## src/rtl/move_scheduler.sv

```systemverilog
// Direction-button front end for the crossy-road player: edge detect, priority
// arbitration, a small move FIFO and a cooldown-paced valid/ready move issuer.
module move_scheduler #(
  parameter int DEPTH    = 4,
  parameter int MOVE_GAP = 5000000,
  parameter int GAP_W    = 24
) (
  input  logic                     clk,
  input  logic                     rst,
  input  logic [3:0]               btn,
  input  logic                     enable,
  output logic                     move_valid,
  output logic [1:0]               move_dir,
  input  logic                     move_ready,
  output logic                     busy,
  output logic [$clog2(DEPTH):0]   q_level,
  output logic                     overflow
);

  localparam int AW = $clog2(DEPTH);
  localparam logic [AW:0]      FULL_LVL = (AW+1)'(DEPTH);
  localparam logic [GAP_W-1:0] GAP_LOAD = GAP_W'(MOVE_GAP - 1);

  typedef enum logic [1:0] {IDLE, OFFER, GAP} state_t;

  state_t           state;
  logic [3:0]       btn_prev;
  logic [3:0]       edges;
  logic             push_req;
  logic [1:0]       push_dir;
  logic             push;
  logic             pop;
  logic             full;
  logic [1:0]       mem [DEPTH];
  logic [AW-1:0]    wr_ptr;
  logic [AW-1:0]    rd_ptr;
  logic [AW:0]      count;
  logic [GAP_W-1:0] gap_cnt;

  // Fixed priority up > left > right > down; losers are simply discarded.
  always_comb begin
    edges    = btn & ~btn_prev;
    push_req = |edges;
    push_dir = 2'd0;
    if (edges[0])      push_dir = 2'd0;
    else if (edges[2]) push_dir = 2'd2;
    else if (edges[3]) push_dir = 2'd3;
    else if (edges[1]) push_dir = 2'd1;
  end

  assign full    = (count == FULL_LVL);
  assign pop     = (state == OFFER) && move_valid && move_ready && enable;
  assign push    = push_req && enable && (!full || pop);
  assign busy    = (state != IDLE);
  assign q_level = count;

  // NOTE: the FIFO storage has no reset; occupancy is tracked by count/pointers,
  // so stale entries are never read and the array can map onto plain RAM.
  always_ff @(posedge clk) begin
    if (push) mem[wr_ptr] <= push_dir;
  end

  // NOTE: all sequential state uses non-blocking assignments so every register
  // samples the pre-edge values regardless of statement order.
  always_ff @(posedge clk) begin
    if (rst) begin
      btn_prev   <= 4'b1111;
      wr_ptr     <= '0;
      rd_ptr     <= '0;
      count      <= '0;
      overflow   <= 1'b0;
      state      <= IDLE;
      move_valid <= 1'b0;
      move_dir   <= 2'd0;
      gap_cnt    <= '0;
    end else begin
      btn_prev <= btn;

      if (push_req && enable && full && !pop) overflow <= 1'b1;

      if (!enable) begin
        wr_ptr <= '0;
        rd_ptr <= '0;
        count  <= '0;
      end else begin
        if (push) wr_ptr <= wr_ptr + 1'b1;
        if (pop)  rd_ptr <= rd_ptr + 1'b1;
        if (push && !pop)      count <= count + 1'b1;
        else if (pop && !push) count <= count - 1'b1;
      end

      case (state)
        IDLE: begin
          if (enable && count != '0) begin
            state      <= OFFER;
            move_valid <= 1'b1;
            move_dir   <= mem[rd_ptr];
          end
        end
        OFFER: begin
          if (!enable) begin
            state      <= IDLE;
            move_valid <= 1'b0;
          end else if (move_ready) begin
            state      <= GAP;
            move_valid <= 1'b0;
            gap_cnt    <= GAP_LOAD;
          end
        end
        GAP: begin
          if (gap_cnt == '0) begin
            if (enable && count != '0) begin
              state      <= OFFER;
              move_valid <= 1'b1;
              move_dir   <= mem[rd_ptr];
            end else begin
              state <= IDLE;
            end
          end else begin
            gap_cnt <= gap_cnt - 1'b1;
          end
        end
        default: begin
          state      <= IDLE;
          move_valid <= 1'b0;
        end
      endcase
    end
  end

endmodule

```

## config.mk

```make
export PLATFORM = sky130hd
export DESIGN_NAME = move_scheduler
export DESIGN_NICKNAME = d
export VERILOG_FILES = /design/src/rtl/move_scheduler.sv
export SDC_FILE = /design/constraint.sdc
export NUM_CORES = 1
export LEC_CHECK = 0
export ABC_CLOCK_PERIOD_IN_PS = 4200
export BUFFER_PORTS_ARGS = -buffer_cell sky130_fd_sc_hd__buf_2
export CORE_ASPECT_RATIO = 0.75
export CORE_UTILIZATION = 60
export DETAILED_ROUTE_END_ITERATION = 12
export GPL_TIMING_DRIVEN = 0
export MAX_ROUTING_LAYER = met4
export PLACE_DENSITY = 0.79
export REMOVE_ABC_BUFFERS = 1
export SYNTH_ARGS = -nofsm -noshare
export SYNTH_HDL_FRONTEND = slang
export SYNTH_SLANG_ARGS = --single-unit
```

## constraint.sdc

```tcl
create_clock -name clk -period 4.2 [get_ports clk]
set_input_delay 0.63 -clock clk [delete_from_list [all_inputs] [get_ports clk]]
set_output_delay 0.63 -clock clk [all_outputs]
set_load 0.02 [all_outputs]
```

==> run summary <==
Syn. warnings - 0
Fin. max-slew vios - 0
Cell Rows - 19
Most common cell in the netlist - dfxtp_1
I/O Pins - 16
Starting DRT DRC Count - 161
Core area - 0.003780 sq mm
R2r setup slk - 1.16 ns
Clock period minus worst slack - 3.038 ns
IO buf count - 15
Skew-Pair Late Insertion Delay - 0.30 ns
Fmax - 329.2 MHz
Final Hold Vio Count - 0
Vias in the first global route - 1726
Crit Path Max Fanout - 9
Total wire length - 4922 microns
Largest net degree at the start of global routing - 27
Initial antenna violation count - 0
Share of the synthesized area in the top cell type - 0.3521
Worst Hold Depth - 2
Diode count - 0
Top_reg_cell synth - dfxtp_1
Leakage - 1.031 nW
Total grt overflow - 0
Final setup vio count - 0
Unique cell type count in the Yosys netlist - 43
DPL Wire Length - 3477 microns
Layout Skew - 0.004002 ns
Reg2reg end - q_level[2]
Die Width - 75.71 microns
Worst setup SP type - flop
Register area share after synthesis - 0.4504
Mapped Cells - 262
Setup Buffers After CTS - 0
RSZ-0062 raised after global routing - false
Layout area overhead - 7.267%
Number of nets with antenna violations after routing - 0
FFs w/ async S/R, synth - 0
Die Span Y - 57.28 microns
Worst Min Path Start - move_dir[0]
TritonCTS clock tree - built
Pwr per Cell Area - 332.0 mW/mm^2
Gpl congestion - 0.8039
Mean Syn Cell Area - 9.331 sq um
Number of flops mapped to enable cells by yosys - 8
Critical Path AT - 3.28 ns
Largest area contributor in the netlist - dfxtp_1
Vias per cell - 6.040
Area contributors post-synth - dfxtp_1 (35%), edfxtp_1 (9.8%), xor2_1 (5.0%)
Reg2reg start - state[0]
Clock Sinks - 51
Max_cap viols - 0
CTS root buffer - clkbuf_8
Nets - 288
Mapped Area - 0.002445 sq mm
Pre-antenna DRT Iters - 4
Crit path required time - 4.44 ns
FF-to-FF path depth - 9
Number of gates resized after CTS - 0
Dpl cells - 317
H-tree depth reported by CTS - 2
Fillers - 297
Crit. End Element - flop
Synth top cells by count - dfxtp_1 (43), nor2_1 (24), a21oi_1 (23)
Initial Util - 0.6468
Hold worst-path end - move_dir[0]
Worst vdd ir - 248.6 uV
Final worst-path cycle share - 0.7232
Gr usage total - 0.2657
Setup Total Neg Slack - 0 ns
Cts hold-fix bufs - 0
Status - complete, no violations
Via Count - 1963
Rel. slew slack - 0.5141
Fin cells - 325
Layout cells sized above 1 - 0.1355
Worst Hold Class - reg2reg
TritonCTS Buffers - 5
Worst Max-Slew Pin Slew - 0.7222 ns
First-pass GRT wire length - 8231 microns
Clk slew on worst S/H paths - 0.09 ns
Setup CP Type - reg2reg
Post-DR wirelength/cell - 15.14 microns
DRC Markers - 0
Die ar. - 0.004337 sq mm
Synth Register Bits - 51
Max Root-Sink Buffers - 2
power breakdown:
group	switching (W)	internal [W]	total, W
clock network	0.000159	0.000117	0.000277
logic	0.0000522	0.0000296	0.0000818
registers	0.00000726	0.000505	0.000512
critical path, stage by stage, from the launching register on:
cell      delay, ns
dfxtp_1        0.49
and4b_1        0.38
nand2_1        0.19
a221oi_2       0.59
ha_1           0.29
inv_1          0.06
fa_1           0.37
xor2_1         0.18
or3_1          0.30
a21oi_1        0.13
cell type report:
| cell class | count | area [sq um] | area share |
|---|---|---|---|
| Multi-Input combinational cell | 190 | 1259 | 0.4800 |
| Clock inverter | 1 | 5.005 | 0.001908 |
| Tap cell | 52 | 65.06 | 0.02481 |
| Clock buffer | 7 | 76.32 | 0.02910 |
| Timing Repair Buffer | 16 | 86.33 | 0.03292 |
| Inverter | 8 | 30.03 | 0.01145 |
| Sequential cell | 51 | 1101 | 0.4198 |
placed cells by master (no fill, tap or decap), types with 2 or more instances in the layout:
cell type / count
edfxtp_1: 8
or4_1: 8
o21ai_0: 12
nor2_1: 24
o21a_1: 3
a211oi_1: 2
dfxtp_1: 43
o31ai_1: 3
nand2b_1: 3
or3_1: 10
nor4_1: 8
nand2_1: 10
buf_2: 15
or2_2: 7
nor2b_1: 4
a21oi_1: 23
mux4_2: 2
a31oi_1: 3
and2_1: 4
ha_1: 7
nor3_1: 10
o211ai_1: 7
nand3_1: 6
mux2i_1: 2
nand4b_1: 3
xor2_1: 14
clkbuf_8: 5
clkbuf_1: 2
inv_1: 8
registers in the layout, indices dropped and copies added, names as in the netlist, 2 cells and up, named ones only:
| name | cells |
|---|---|
| gap_cnt | 24 |
| rd_ptr | 2 |
| q_level | 3 |
| move_dir | 2 |
| state | 2 |
| btn_prev | 4 |
| mem | 8 |
| wr_ptr | 2 |
metrics by stage:
step | util | setup WS (ns) | area (sq um) | power [W] | hold slack [ns]
final | 0.6938 | 1.162 | 2623 | 0.0008707 | 0.4816
after global routing | 0.6938 | 0.9820 | 2623 | 0.0009035 | 0.4955
after CTS | 0.6938 | 1.196 | 2623 | 0.0008732 | 0.4791
after detailed placement | 0.6723 | 0.9636 | 2541 | 0.0006040 | 0.4661
after global placement | 0.6680 | 0.5906 | 2525 | 0.0006011 | 0.4566
after floorplan | - | 1.425 | 2385 | 0.0005774 | 0.4517
layer usage:
layer  track usage  vias up  share of wire
li1              -      971              -
met1        0.3943      938           0.52
met4       0.06349        0         0.0071
met3       0.05300        4          0.049
met5             -        -              0
met2        0.3724       50           0.42
worst max-delay path by stage:
stage                          start     endpoint  cells past startpoint
after detailed placement      enable   q_level[2]                     10
after floorplan               enable   q_level[2]                      9
final                       state[0]   q_level[2]                      9
after global placement    gap_cnt[0]  gap_cnt[17]                      7
after global routing        state[0]   q_level[2]                      9
after CTS                   state[0]   q_level[2]                      9
logic make-up (layout without fill, tap and decap cells):
kind of cell             count (synthesis)  after routing  share of synthesized area
AO/OA/AOI/OAI                           57             57                     0.1402
multiplexers                             5              5                    0.03122
flip-flops                              51             51                     0.4504
adder cells (fa/ha/maj)                  8              8                    0.04401
XOR/XNOR                                15             15                    0.05374
buffers and inverters                   21             32                    0.03684
AND/OR/NAND/NOR                        105            105                     0.2436
No activity file was read; power rests on OpenSTA's default activity.
